<file path="src/rtl/elevator_pkg.sv">
// Shared definitions for the elevator subsystem: FSM encodings, floor numbers
// and beam polarity.
package elevator_pkg;

  typedef enum logic [1:0] {
    IDLE   = 2'd0,
    TRAVEL = 2'd1,
    PASS   = 2'd2
  } state_t;

  localparam logic [1:0] FLOOR1 = 2'd1;
  localparam logic [1:0] FLOOR2 = 2'd2;
  localparam logic [1:0] FLOOR3 = 2'd3;

  localparam logic BEAM_ON  = 1'b0;
  localparam logic BEAM_OFF = 1'b1;

  localparam logic [2:0] BEAMS_ALL_OFF = {3{BEAM_OFF}};

  // Beam vector (bit 0 = floor 1) with only the given floor's beam active.
  function automatic logic [2:0] beam_for(input logic [1:0] floor);
    logic [2:0] b;
    b = BEAMS_ALL_OFF;
    case (floor)
      FLOOR1:  b[0] = BEAM_ON;
      FLOOR2:  b[1] = BEAM_ON;
      FLOOR3:  b[2] = BEAM_ON;
      default: b = BEAMS_ALL_OFF;
    endcase
    return b;
  endfunction

endpackage

</file>
<file path="src/rtl/tick_cnt.sv">
// Loadable down-counter with a terminal-count flag; holds at zero instead of
// wrapping so callers can reload at their leisure.
module tick_cnt #(
  parameter int W = 16
) (
  input  logic         clk,
  input  logic         rstn,
  input  logic         load,
  input  logic         en,
  input  logic [W-1:0] load_val,
  output logic [W-1:0] count,
  output logic         zero
);

  always_ff @(posedge clk or negedge rstn) begin
    if (!rstn) begin
      count <= '0;
    end else if (load) begin
      count <= load_val;
    end else if (en && (count != '0)) begin
      count <= count - 1'b1;
    end
  end

  assign zero = (count == '0);

endmodule

</file>
<file path="src/rtl/floorsense_gen.sv">
// Floor-sensor stimulus generator: moves a virtual car between three floors and
// drives the active-low beam lines with levels long enough for the edge filter.
module floorsense_gen
  import elevator_pkg::*;
#(
  parameter int TRAVEL_CYC = 16,
  parameter int PASS_CYC   = 8
) (
  input  logic       clk,
  input  logic       rstn,
  input  logic       go,
  input  logic [1:0] target,
  output logic       busy,
  output logic       done,
  output logic [1:0] cur_floor,
  output logic       dir_up,
  output logic       red1_out,
  output logic       red2_out,
  output logic       red3_out
);

  localparam logic [15:0] TRAVEL_LD = 16'(TRAVEL_CYC - 1);
  localparam logic [15:0] PASS_LD   = 16'(PASS_CYC - 1);

  state_t      state, state_nxt;
  logic [1:0]  tgt, tgt_nxt;
  logic [2:0]  beam, beam_nxt;
  logic        busy_nxt, done_nxt, dir_nxt;
  logic [1:0]  cur_nxt, next_floor;
  logic        cnt_load, cnt_en, cnt_zero;
  logic [15:0] cnt_val, cnt_count;

  tick_cnt #(.W(16)) u_tick (
    .clk      (clk),
    .rstn     (rstn),
    .load     (cnt_load),
    .en       (cnt_en),
    .load_val (cnt_val),
    .count    (cnt_count),
    .zero     (cnt_zero)
  );

  assign cnt_en     = (state != IDLE);
  assign next_floor = dir_up ? (cur_floor + 2'd1) : (cur_floor - 2'd1);

  always_comb begin
    state_nxt = state;
    tgt_nxt   = tgt;
    beam_nxt  = beam;
    busy_nxt  = busy;
    done_nxt  = 1'b0;
    cur_nxt   = cur_floor;
    dir_nxt   = dir_up;
    cnt_load  = 1'b0;
    cnt_val   = TRAVEL_LD;
    case (state)
      IDLE: begin
        if (go && (target != 2'd0)) begin
          if (target == cur_floor) begin
            done_nxt = 1'b1;
          end else begin
            tgt_nxt   = target;
            dir_nxt   = (target > cur_floor);
            beam_nxt  = BEAMS_ALL_OFF;
            busy_nxt  = 1'b1;
            cnt_load  = 1'b1;
            cnt_val   = TRAVEL_LD;
            state_nxt = TRAVEL;
          end
        end
      end
      TRAVEL: begin
        if (cnt_zero) begin
          cur_nxt  = next_floor;
          beam_nxt = beam_for(next_floor);
          if (next_floor == tgt) begin
            done_nxt  = 1'b1;
            busy_nxt  = 1'b0;
            state_nxt = IDLE;
          end else begin
            cnt_load  = 1'b1;
            cnt_val   = PASS_LD;
            state_nxt = PASS;
          end
        end
      end
      PASS: begin
        if (cnt_zero) begin
          beam_nxt  = BEAMS_ALL_OFF;
          cnt_load  = 1'b1;
          cnt_val   = TRAVEL_LD;
          state_nxt = TRAVEL;
        end
      end
      default: begin
        state_nxt = IDLE;
      end
    endcase
  end

  // Reset parks the car at floor 1 with its beam active.
  always_ff @(posedge clk or negedge rstn) begin
    if (!rstn) begin
      state     <= IDLE;
      tgt       <= FLOOR1;
      beam      <= beam_for(FLOOR1);
      busy      <= 1'b0;
      done      <= 1'b0;
      cur_floor <= FLOOR1;
      dir_up    <= 1'b1;
    end else begin
      state     <= state_nxt;
      tgt       <= tgt_nxt;
      beam      <= beam_nxt;
      busy      <= busy_nxt;
      done      <= done_nxt;
      cur_floor <= cur_nxt;
      dir_up    <= dir_nxt;
    end
  end

  assign red1_out = beam[0];
  assign red2_out = beam[1];
  assign red3_out = beam[2];

endmodule

</file>
<file path="config.mk">
export PLATFORM = sky130hd
export DESIGN_NAME = floorsense_gen
export DESIGN_NICKNAME = d
export VERILOG_FILES = /design/src/rtl/elevator_pkg.sv /design/src/rtl/tick_cnt.sv /design/src/rtl/floorsense_gen.sv
export SDC_FILE = /design/constraint.sdc
export NUM_CORES = 1
export LEC_CHECK = 0
export ABC_CLOCK_PERIOD_IN_PS = 4700
export CAP_MARGIN = 40
export CORE_MARGIN = 4
export CORE_UTILIZATION = 60
export DETAILED_ROUTE_END_ITERATION = 12
export HOLD_SLACK_MARGIN = 0.12
export PLACE_DENSITY = 0.88
export SLEW_MARGIN = 15
export SYNTH_ARGS = -nofsm -noshare
export SYNTH_HDL_FRONTEND = slang
export SYNTH_SLANG_ARGS = --single-unit
</file>
<file path="constraint.sdc">
create_clock -name clk -period 4.7 [get_ports clk]
set_clock_uncertainty 0.2 [all_clocks]
set_input_delay 0.94 -clock clk [delete_from_list [all_inputs] [get_ports clk]]
set_output_delay 0.94 -clock clk [all_outputs]
set_load 0.01 [all_outputs]
</file>
# Word-level counts from Yosys, hierarchy flattened
# Cells that the tools add are included.
# totals
regBits	28
latch_bits	0
ram_bits	0
rom_bits	0
in_bits	5
out_inout_bits	8
elab_cells	76
n_memories	0
# classes
addsub	3
mul	0
div_mod_pow	0
n_lt_le_gt_ge	1
n_eq_ne	12
n_shift	0
mux	36
n_bitwise	1
reduce_logical	15
# ops
operator	n
two-way mux 16 bit	2
zero test 16 bit	1
two-way mux 1 bit	16
nonzero test 16 bit	1
subtractor 16 x 1 -> 16 bit (second input constant)	1
two-way mux 2 bit	6
two-way mux 3 bit	4
two-way mux 4 bit	3
inequality test 2 bit (second input constant)	5
AND reduction 5 bit	2
one-hot mux 3 bit (3 select lines)	1
nonzero test 2 bit	4
== test 2 bit (second input constant)	3
one-hot mux 2 bit (3 select lines)	1
== test 2 x 1 -> 1 bit (second input constant)	2
== test 2 bit	2
one-hot mux 1 bit (2 select lines)	2
AND reduction 4 bit	1
one-hot mux 1 bit (3 select lines)	1
AND reduction 3 bit	1
nonzero test 3 bit	1
adder 2 x 1 -> 2 bit (second input constant)	1
> comparator 2 bit	1
logical AND 1 bit	2
other kinds (4)	4

# Depth between registers and ports, before layout
# logic_depth
word_depth	7
mapped_depth	8
ltp_nobuf	7

# By module
# From an unflattened synthesis, not the netlist that was laid out.
# unflattened
hier_cells	182
area_unflattened_um2	1770.4
# modules_own_cells
mod	n_inst	cells_per_inst	area_each_um2	seq_area_each_um2
tick_cnt	1	111	1001.0	400.4
floorsense_gen	1	71	769.5	306.5

# Least setup slack after synthesis
# Ideal clock, no wire load.
# synth_timing
path_type	input -> register
start	in target[0]
end	reg tgt[1]
setup_ps	125
arrival_time_ps	2078
t_required_ps	4375
slack_ps	2297
cell_stages	5
path_buffers	1
cell_sequence	inv_1 ha_1 a21oi_1 clkbuf_1 mux2_2
# synth_via
elab_chain_cells	3
word_cells_on_any_way	5
cone_classes	eq/ne: 1; bitwise: 1; reduce/logical: 3
# synth_rtl
item	line	source
start: declaration	floorsense_gen.sv:12	input logic [1:0] target,
== test 2 bit or nonzero test 2 bit (tied branches)	floorsense_gen.sv:59, floorsense_gen.sv:58	
inverter 1 bit (no source line) or logical AND 1 bit (tied branches)	-	
AND reduction 3 bit (no source line) *	-	
end signal: assignment	floorsense_gen.sv:113	tgt <= tgt_nxt;
end: declaration	floorsense_gen.sv:26	logic [1:0] tgt, tgt_nxt;
# Every way passes the cells marked *; elsewhere a longest branch is shown, timed or not.
# A chain may end at the register's enable or synchronous reset.

# Worst setup path after layout
# layout_timing
start	in target[0]
end	reg u_tick.count[2]
# layout_via
elab_chain_cells	5
word_cells_on_any_way	8
cone_classes	eq/ne: 1; mux: 4; reduce/logical: 3
# layout_rtl
item	line	source
== test 2 bit or nonzero test 2 bit (tied branches)	floorsense_gen.sv:59, floorsense_gen.sv:58	
two-way mux 1 bit or logical AND 1 bit (tied branches)	floorsense_gen.sv:59, floorsense_gen.sv:58	
two-way mux 1 bit *	floorsense_gen.sv:58	if (go && (target != 2'd0)) begin
one-hot mux 1 bit (3 select lines) *	floorsense_gen.sv:56	case (state)
two-way mux 16 bit or nonzero test 2 bit (tied branches)	-	
end signal: assignment	tick_cnt.sv:19	count <= load_val;
end signal: assignment	tick_cnt.sv:21	count <= count - 1'b1;
end: declaration	tick_cnt.sv:11	output logic [W-1:0] count,
# Marked as above.

==> flow_summary_export.csv <==
group,metric,value,unit
logic_synthesis,avgSynthCellArea,10.19,um^2
logic_synthesis,post_synth_xor_area_fraction,0.07602,
logic_synthesis,synth.top_cells.by_area,"dfrtp_1, dfstp_2, ha_1",
cts,cts_root_buffer,"clkbuf_4",
sta,slew_viol_final,0,
cts,clkSinkCount,28,
sta,final.min_clock_period,2.950,ns
route,drtIter0Drc,43,
sta,timing.final.crit_share,0.6276,
placement,gp_congestion,0.8065,
min_path,worstHoldPathType,"reg2reg",
sta,relSlewSlack,0.4142,
critical_path,arrival,3.02,ns
sta,setup_viol,0,
logic_synthesis,post_synth_mux_area_share,0.02840,
power_and_ir_drop,p_clk_frac,0.111,
critical_path,rr_startpoint,"u_tick.count[10]",
grt,grt_max_degree,16,
critical_path,crit_path_start_kind,"input pin",
power_and_ir_drop,switching_share,0.4106,
logic_synthesis,synth_cell_type_count,39,
critical_path,reg2reg_slack,2.13,ns
cts,post_cts_buffers,0,
power_and_ir_drop,leakagePower,0.0006995,uW
final_layout,area_delta_synth_final,13.28,%
cts,cts_tree,"yes",
cts,cts_buffer_depth,2,
sta,rsz0062_at_grt,"false",
cts,cts-resized-gates,0,
logic_synthesis,synth_top_family_by_area,"simple AND/OR/NAND/NOR gates",
sta,worst_pin_slew,0.8787,ns
job,maxCapViolCount,0,
die,dieHeight,57.96,um
placement,hpwlAfterDp,2.214,mm
critical_path,crit_type,"in2reg",
route,final_antenna_net_count,0,
cts,clk_latency,0.33,ns
final_layout,most-common-layout-cells,"dfrtp_1, nor2_1, clkdlybuf4s50_1",
logic_synthesis,yosys.area_share.simple,0.2089,
power_and_ir_drop,combPwrFrac,0.479,
logic_synthesis,ys_seq_area_frac,0.4720,
logic_synthesis,synth_top_area_frac,0.3843,
power_and_ir_drop,ir_worst_vdd,495.3,uV
min_path,min_to,"busy",
grt,groute.usage.overall,0.2019,
critical_path,ff2ff_path_depth,5,
grt,antenna_found_initial,0,
logic_synthesis,syn-instance-count,147,
final_layout,antenna_cells,0,
logic_synthesis,synth_compound_area_frac,0.1287,
route,wl_per_cell,15.21,um
cts,cts_buffers,3,
route,wirelength,2.905,mm
logic_synthesis,synth_fa_ha_area_frac,0.05848,
critical_path,end_kind,"flop",
placement,io_buffers,12,
cts,cts.clk_slew.worst_paths,0.14,ns
power_and_ir_drop,power_density,615.1,nW/um^2
die,rows,17,
power_and_ir_drop,p_seq_frac,0.411,
route,drcViolationCount,0,
critical_path,path_max_fanout,15,
critical_path,r2r_end,"u_tick.count[1]",
die,core,2297,um^2
cts,hold_buffers,0,
route,via_count,1124,
final_layout,drive_gt1_frac,0.1472,
power_and_ir_drop,switchingPower,428.5,uW
cts,cts_max_level,1,
critical_path,worstPathRequired,4.77,ns
final_layout,utilization,0.7386,
logic_synthesis,ys_warn_count,0,
logic_synthesis,synth_largest_area_cell,"dfrtp_1",
power_and_ir_drop,internal-power,615.1,uW
logic_synthesis,synth_seq_cells,28,
die,die_area,3359,um^2
final_layout,layout_commonest_cell,"dfrtp_1",
route,vias_per_cell,5.885,
die,dieWidth,57.96,um
logic_synthesis,synth_fp_nets,159,
min_path,min_delay_path_depth,1,
sta,tns,0,ns
grt,grt_pass1_wl,5.237,mm
route,dr.pass1.iters,4,
logic_synthesis,synth_area,1498,um^2
sta,finalHoldViolCount,0,
grt,grt_pass1_vias,1133,
sta,fmax,339.0,MHz
grt,grt.overflow.total,0,
final_layout,final_nets,176,
min_path,min_from,"busy",
die,start_util,0.6520,
die,ioPinCount,13,
run_status,outcome,"finished clean",
-- synthesized netlist by cell type --
cell type	n
a21o_1	1
mux2_2	2
o21ai_1	1
or4_1	1
nor3_4	1
dfstp_2	5
nand3_1	4
nand2_1	7
a21boi_0	1
xor2_1	8
dfrtp_1	23
nand2b_1	4
or3_1	3
or4_4	2
a21oi_1	8
o211ai_1	1
clkbuf_1	1
nand4b_1	2
a22oi_1	4
inv_1	7
nor2_1	17
o21ai_0	9
o41ai_1	1
nor4_1	1
o21bai_1	1
nor3b_1	1
nor2b_1	1
nor4_2	1
nor2_4	1
xnor2_1	5
mux2i_1	2
or2_2	4
buf_6	1
a211o_1	2
ha_1	7
nor3_1	4
a21o_2	1
o31ai_1	1
nand2_2	1
-- worst max-delay path by stage --
stage / endpoint / cells past startpoint / slack, ns / start
floorplan: tgt[1] / 5 / 2.30 / target[0]
global placement: u_tick.count[11] / 6 / 1.55 / target[0]
CTS: u_tick.count[2] / 6 / 1.79 / target[0]
global route: u_tick.count[2] / 6 / 1.62 / target[0]
finish: u_tick.count[2] / 6 / 1.75 / target[0]
detailed placement: u_tick.count[2] / 6 / 1.43 / target[0]
-- flip-flops by register name (all words and copies together) (netlist names) --
register      flops
dir_up            1
tgt               2
cur_floor         2
u_tick.count     16
state             2
beam              3
busy              1
done              1
-- through the flow --
| stage | hold slack, ns | std cells | power [uW] | cell area, um^2 | setup WS [ns] |
|---|---|---|---|---|---|
| after floorplan | 0.2730 | 147 | 782.3 | 1498 | 2.297 |
| after global placement | 0.2672 | 186 | 890.7 | 1645 | 1.547 |
| after detailed placement | 0.2664 | 187 | 925.7 | 1660 | 1.434 |
| after CTS | 0.3053 | 191 | 1050 | 1697 | 1.786 |
| after global routing | 0.3328 | 191 | 1140 | 1697 | 1.619 |
| final | 0.2990 | 191 | 1044 | 1697 | 1.750 |
-- logic make-up after synthesis --
group | count (synthesis)
buffers and inverters | 9
AO/OA/AOI/OAI | 31
flip-flops | 28
AND/OR/NAND/NOR | 55
XOR/XNOR | 13
adder cells (fa/ha/maj) | 7
multiplexers | 4
-- critical path, stage by stage --
cell and delay, ns:
clkdlybuf4s50_1 0.51, inv_1 0.06, ha_1 0.30, a21oi_1 0.71
a21o_2 0.34, nand2b_1 0.15
-- per-layer routing --
metal  up-vias  track usage  part of all wire  wire length [um]
met5         -            0                 0                 0
met1       541       0.2739              0.45              1319
met4         0      0.08278             0.021                61
met3         8      0.03118             0.034               100
met2        28       0.3226              0.49              1425
li1        547            -                 -                 -
-- power by group through the flow --
stage                     Sequential [uW]  Combinational [uW]  Clock, uW
final                                 428                 500        116
after global routing                  444                 564        132
after CTS                             427                 503        120
after detailed placement              432                 493          0
after global placement                423                 468          0
after floorplan                       422                 360          0
-- layout make-up --
class	count	area, um^2
clock buffers	4	36.28
fillers	171	600.6
inverters	7	26.28
multi-input cells	110	749.5
flip-flops and latches	28	706.9
well taps	28	35.03
repair buffers	14	142.6
Power figures use the tool's default switching activity.
